**config.mk**
```make
export PLATFORM = sky130hd
export DESIGN_NAME = sram_port0_arbiter
export DESIGN_NICKNAME = d
export VERILOG_FILES = /design/src/rtl/sram_arb_pkg.sv /design/src/rtl/sram_arb_grant.sv /design/src/rtl/sram_port0_arbiter.sv
export SDC_FILE = /design/constraint.sdc
export NUM_CORES = 1
export LEC_CHECK = 0
export BUFFER_PORTS_ARGS = -buffer_cell sky130_fd_sc_hd__buf_2
export CAP_MARGIN = 20
export CORE_AREA = 2 2 98 100
export DETAILED_ROUTE_END_ITERATION = 12
export DIE_AREA = 0 0 100 102
export PLACE_DENSITY_LB_ADDON = 0.25
export SLEW_MARGIN = 20
export SYNTH_ARGS = -nofsm -noshare
export SYNTH_HDL_FRONTEND = slang
export SYNTH_SLANG_ARGS = --single-unit
```
**constraint.sdc**
```tcl
create_clock -name clk -period 3.7 [get_ports clk]
set_input_delay 0.185 -clock clk [delete_from_list [all_inputs] [get_ports clk]]
set_output_delay 0.185 -clock clk [all_outputs]
set_load 0.03 [all_outputs]
```
**src/rtl/sram_arb_pkg.sv**
```systemverilog
// sram_arb_pkg: shared types and constants for the SRAM port-0 arbiter
package sram_arb_pkg;

    typedef enum logic {REQ_IF, REQ_LS} req_id_t;

    localparam int RSP_LATENCY   = 2;
    localparam int SRAM_WORD_LSB = 2;

    typedef struct packed {
        logic    valid;
        req_id_t id;
        logic    is_read;
    } stage_t;

endpackage

```
**src/rtl/sram_arb_grant.sv**
```systemverilog
// sram_arb_grant: picks IF or LS as the owner of SRAM port 0 each cycle
// Build option SRAM_ARB_RR_EN: round-robin tie breaking replaces fixed LS priority
// and its IF starvation escape.
module sram_arb_grant
    import sram_arb_pkg::*;
#(
    parameter int STARVE_LIMIT = 4
) (
    input  logic    clk,
    input  logic    reset,
    input  logic    i_if_valid,
    input  logic    i_ls_valid,
    output logic    o_grant,
    output req_id_t o_winner
);

    assign o_grant = !reset && (i_if_valid || i_ls_valid);

`ifdef SRAM_ARB_RR_EN
    req_id_t r_ptr;

    // IF wins when alone, or on a tie when the pointer favours it
    always_comb o_winner = (i_if_valid && (!i_ls_valid || r_ptr == REQ_IF)) ? REQ_IF : REQ_LS;

    // after every tie the pointer moves to the requester that lost it
    always_ff @(posedge clk or posedge reset)
        if (reset) r_ptr <= REQ_IF;
        else if (i_if_valid && i_ls_valid) r_ptr <= (o_winner == REQ_IF) ? REQ_LS : REQ_IF;
`else
    localparam int CW = $clog2(STARVE_LIMIT + 1);

    logic [CW-1:0] r_starve_cnt;
    logic          w_if_pri;

    assign w_if_pri = (r_starve_cnt == CW'(STARVE_LIMIT));

    // LS wins ties unless IF has lost STARVE_LIMIT cycles in a row
    always_comb o_winner = (i_if_valid && (!i_ls_valid || w_if_pri)) ? REQ_IF : REQ_LS;

    // count IF losses, saturating; any IF grant clears the count
    always_ff @(posedge clk or posedge reset)
        if (reset) r_starve_cnt <= '0;
        else if (o_grant && o_winner == REQ_IF) r_starve_cnt <= '0;
        else if (i_if_valid && !w_if_pri) r_starve_cnt <= r_starve_cnt + CW'(1);
`endif

endmodule

```
**src/rtl/sram_port0_arbiter.sv**
```systemverilog
// sram_port0_arbiter: shares RW port 0 of the SRAM macro between instruction fetch and load/store
// Macro inputs are driven combinationally in the grant cycle; read data comes back two
// cycles later, tagged to the requester. Build option SRAM_ARB_RR_EN selects round-robin
// arbitration instead of fixed LS priority with IF starvation escape.
module sram_port0_arbiter
    import sram_arb_pkg::*;
#(
    parameter int ADDR_WIDTH   = 8,
    parameter int DATA_WIDTH   = 32,
    parameter int NUM_WMASKS   = 4,
    parameter int STARVE_LIMIT = 4
) (
    input  logic                  clk,
    input  logic                  reset,
    input  logic                  if_req_valid,
    input  logic [31:0]           if_req_addr,
    output logic                  if_req_ready,
    output logic                  if_rsp_valid,
    output logic [DATA_WIDTH-1:0] if_rsp_data,
    input  logic                  ls_req_valid,
    input  logic                  ls_req_we,
    input  logic [31:0]           ls_req_addr,
    input  logic [NUM_WMASKS-1:0] ls_req_wmask,
    input  logic [DATA_WIDTH-1:0] ls_req_wdata,
    output logic                  ls_req_ready,
    output logic                  ls_rsp_valid,
    output logic [DATA_WIDTH-1:0] ls_rsp_data,
    output logic                  csb0,
    output logic                  web0,
    output logic [NUM_WMASKS-1:0] wmask0,
    output logic [ADDR_WIDTH-1:0] addr0,
    output logic [DATA_WIDTH-1:0] din0,
    input  logic [DATA_WIDTH-1:0] dout0
);

    logic                     w_grant;
    req_id_t                  w_winner;
    logic                     w_store;
    logic [ADDR_WIDTH-1:0]    w_addr;
    stage_t                   w_stage;
    stage_t                   w_rsp;
    logic                     w_unused;
    stage_t [RSP_LATENCY-1:0] r_pipe;
    logic [ADDR_WIDTH-1:0]    r_addr;
    logic [DATA_WIDTH-1:0]    r_din;
    logic [NUM_WMASKS-1:0]    r_wmask;
    logic [DATA_WIDTH-1:0]    r_rsp_data;

    assign w_unused = &{1'b0, if_req_addr[31:ADDR_WIDTH+2], if_req_addr[SRAM_WORD_LSB-1:0],
                        ls_req_addr[31:ADDR_WIDTH+2], ls_req_addr[SRAM_WORD_LSB-1:0]};

    sram_arb_grant #(.STARVE_LIMIT(STARVE_LIMIT)) u_grant (
        .clk        (clk),
        .reset      (reset),
        .i_if_valid (if_req_valid),
        .i_ls_valid (ls_req_valid),
        .o_grant    (w_grant),
        .o_winner   (w_winner)
    );

    // handshake, macro drive (idle cycles hold addr/din/wmask) and pipeline entry
    always_comb begin
        if_req_ready = w_grant && w_winner == REQ_IF;
        ls_req_ready = w_grant && w_winner == REQ_LS;
        w_store      = ls_req_ready && ls_req_we;
        w_addr       = (w_winner == REQ_LS) ? ls_req_addr[ADDR_WIDTH+1:SRAM_WORD_LSB]
                                            : if_req_addr[ADDR_WIDTH+1:SRAM_WORD_LSB];
        csb0         = !w_grant;
        web0         = !w_store;
        addr0        = w_grant ? w_addr : r_addr;
        wmask0       = w_grant ? (w_store ? ls_req_wmask : '0) : r_wmask;
        din0         = w_store ? ls_req_wdata : r_din;
        w_stage      = '{valid: w_grant, id: w_winner, is_read: !w_store};
        w_rsp        = r_pipe[RSP_LATENCY-1];
        if_rsp_valid = w_rsp.valid && w_rsp.is_read && w_rsp.id == REQ_IF;
        ls_rsp_valid = w_rsp.valid && w_rsp.is_read && w_rsp.id == REQ_LS;
        if_rsp_data  = r_rsp_data;
        ls_rsp_data  = r_rsp_data;
    end

    // remember last macro drive, shift the response pipe, capture read data a cycle after grant
    always_ff @(posedge clk or posedge reset)
        if (reset) begin
            r_addr     <= '0;
            r_din      <= '0;
            r_wmask    <= '0;
            r_pipe     <= '0;
            r_rsp_data <= '0;
        end else begin
            r_addr  <= addr0;
            r_din   <= din0;
            r_wmask <= wmask0;
            r_pipe  <= {r_pipe[RSP_LATENCY-2:0], w_stage};
            if (r_pipe[0].valid && r_pipe[0].is_read) r_rsp_data <= dout0;
        end

endmodule
```
==> results.tsv <==
metric	value	unit
syn_area_per_cell	14.6	sq um
static-leakage-power	0.00235	uW
timing.final.crit_share	70.0	%
antenna-diode-count	0	
boundaryPins	251	
drt-initial-drc-count	45	
irDropWorstVdd	0.304	mV
synthesis.area	3520	sq um
fp.coreArea	9110	sq um
routed_wire_length_per_instance	14.1	um
worstSetupStartpointType	flip-flop	
timing.critical_path.cells	inv_1 -> ha_1 -> and3_4 -> nor3_4 -> buf_4 -> mux2_2 -> buf_2	
cp_slowest_stage_delay	0.42	ns
floorplan.initialDensity	38.6	%
relSlewSlack	29.9	%
synth.yosys.seq_area_share	60.5	%
worst-slew-pin-transition	1.05	ns
tritoncts	built	
route.vias.total	2488	
grt_start_max_net_pins	39	
maxCapViolCount	0	
cts_num_sinks	85	
max_clock_freq	386	MHz
status	finished, final reports clean	
grt_pass1_vias	2305	
estimated_wirelength_of_the_detail_placed_design	5580	um
clk_pin_slew_worst_paths	0.10	ns
grt_setup_unrepaired	false	
clk_tree_root_cell	sky130_fd_sc_hd__clkbuf_8	
critPathKind	reg -> out	
die_x	100	um
synth_largest_area_cell	sky130_fd_sc_hd__dfrtp_1	
placement.io_buffers	202	
grt.overflow.total	0	
drt_first_pass_iters	4	
detail-route-antenna-nets	0	
cts-root-to-sink-buffers	2	
die_area	10200	sq um
setup_viol	0	
ys_seq_elements	85	
synth.yosys.warnings	0	
synth_fp_nets	380	
power.total	3030	uW
antenna_violations_before_repair	0	
critPathRequiredTime	3.51	ns
grt_first_pass_wirelength	11200	um
maxSlewViolCount	0	
core.rowCount	35	
hold_class	in -> reg	
cts-buffers-inserted	9	
synthToLayoutAreaGrowth	31.8	%
globalRouteTotalUtil	14.3	%
maximum_fanout_along_the_worst_path	37	
power_density	654	nW/um^2
setup_skew	0.0156	ns
worstSetupEndpointType	output pin	
final-hold-violation-count	0	
gp_congestion	0.705	
total_number_of_nets_in_the_final_design	557	
mostFrequentLayoutCell	sky130_fd_sc_hd__buf_2	
synthDominantCellAreaShare	60.5	%
wl	7530	um
final.min_clock_period	2.59	ns
synth_cell_type_count	29	
critical_path_arrival	2.41	ns
drt-vias-per-instance	4.66	
die-height	102	um
setup_tns	0	ns
synth_top_cells_by_area	sky130_fd_sc_hd__dfrtp_1, sky130_fd_sc_hd__mux2_2, sky130_fd_sc_hd__buf_4, sky130_fd_sc_hd__a221o_1, sky130_fd_sc_hd__buf_6	
timing.critical_path.slowest_stage_cell	sky130_fd_sc_hd__buf_4	
remaining_drc_errors	0	
synthCells	241	
postCtsResizedCells	0	
clk-insertion-delay-late	0.36	ns
dp_worst_setup_slack	1.48	ns
most-common-layout-cells	sky130_fd_sc_hd__buf_2, sky130_fd_sc_hd__dfrtp_1, sky130_fd_sc_hd__mux2_2, sky130_fd_sc_hd__clkbuf_8, sky130_fd_sc_hd__a221o_1	
layout-drive-gt1-share	68.3	%
htreeDepth	3	
timing.final.ws_setup	1.11	ns
==> cells by family (layout without fill, tap and decap cells) <==
logic type	after synthesis	after routing	synth area share (%)
adder cells (fa/ha/maj)	2	2	0.711
AO/OA/AOI/OAI	20	20	4.77
AND/OR/NAND/NOR	22	22	3.98
flip-flops	85	85	60.5
multiplexers	65	65	20.8
buffers and inverters	47	229	9.32
==> registers in the layout, indices dropped and copies added (netlist names) <==
register / cells
if_rsp_data: 32
r_addr: 8
r_din: 32
r_pipe: 6
r_wmask: 4
u_grant.r_starve_cnt: 3
==> cell usage after synthesis <==
cell,count
sky130_fd_sc_hd__nor2_1,2
sky130_fd_sc_hd__a21oi_1,3
sky130_fd_sc_hd__mux2i_1,1
sky130_fd_sc_hd__a22o_1,4
sky130_fd_sc_hd__mux2_1,1
sky130_fd_sc_hd__ha_1,2
sky130_fd_sc_hd__nand2b_1,1
sky130_fd_sc_hd__clkbuf_1,1
sky130_fd_sc_hd__buf_1,3
sky130_fd_sc_hd__nor3b_1,1
sky130_fd_sc_hd__nor3_4,1
sky130_fd_sc_hd__buf_2,1
sky130_fd_sc_hd__a221o_1,8
sky130_fd_sc_hd__nor3b_2,1
sky130_fd_sc_hd__o22ai_1,1
sky130_fd_sc_hd__and3_1,1
sky130_fd_sc_hd__and2_1,4
sky130_fd_sc_hd__and3_4,1
sky130_fd_sc_hd__o21bai_1,1
sky130_fd_sc_hd__o211ai_1,1
sky130_fd_sc_hd__buf_4,32
sky130_fd_sc_hd__buf_6,4
sky130_fd_sc_hd__dfrtp_1,85
sky130_fd_sc_hd__nand2_1,6
sky130_fd_sc_hd__o21a_1,1
sky130_fd_sc_hd__and2_0,4
sky130_fd_sc_hd__a311oi_1,1
sky130_fd_sc_hd__inv_1,6
sky130_fd_sc_hd__mux2_2,63
==> timing repair <==
item                      in CTS  in global routing
hold endpoints to repair      14                  0
hold buffers                   1                  0
buffers inserted               0                  0
==> layout make-up <==
type	instances	area [sq um]
Clock buffer	10	138
Clock inverter	6	93.8
Fill cell	825	4470
Inverter	6	23.8
Multi-Input combinational cell	109	1060
Sequential cell	85	2130
Tap cell	111	139
Timing Repair Buffer	207	1050
==> critical path: cells and delay by family, from the launching register on <==
family | cells | cell delay [ns]
adder cells (fa/ha/maj) | 1 | 0.26
flip-flops | 1 | 0.36
AND/OR/NAND/NOR | 2 | 0.33
buffers and inverters | 3 | 0.68
multiplexers | 1 | 0.40
==> report_power, final <==
part	internal (uW)	switching [uW]
Sequential	1110	73.5
Clock	405	339
Combinational	366	733
Total	1880	1150
==> stage by stage <==
stage | instances | utilization (%) | cell area [sq um] | hold slack [ns]
after floorplan | 241 | - | 3520 | 0.297
after global placement | 517 | 48.2 | 4390 | 0.214
after detailed placement | 517 | 48.2 | 4390 | 0.211
after CTS | 534 | 50.9 | 4640 | 0.0285
after global routing | 534 | 50.9 | 4640 | 0.0278
final | 534 | 50.9 | 4640 | 0.0513
==> per-layer routing <==
metal  vias up  GRT usage (%)  wire [um]
li1       1158              -          -
met5         -              0          0
met1      1202           17.1       3110
met3         7           5.20        657
met4         0           5.06         71
met2       121           24.0       3700
==> worst paths after layout <==
kind                                                           from                             endpoint  slack [ns]  depth (start not counted)
max in group asynchronous                                     reset           if_rsp_data[4]$_DFFE_PP0P_        2.56                          4
worst max register to register  u_grant.r_starve_cnt[0]$_DFFE_PP0P_                  r_din[30]$_DFF_PP0_        1.71                          6
worst max-delay path            u_grant.r_starve_cnt[0]$_DFFE_PP0P_                             din0[30]        1.11                          7
worst min register to register                  r_pipe[1]$_DFF_PP0_                  r_pipe[4]$_DFF_PP0_        0.36                          0
worst min-delay path                                      dout0[30]          if_rsp_data[30]$_DFFE_PP0P_        0.05                          2
min in group asynchronous                                     reset  u_grant.r_starve_cnt[2]$_DFFE_PP0P_        0.39                          3
(Power assumes the default switching activity.)
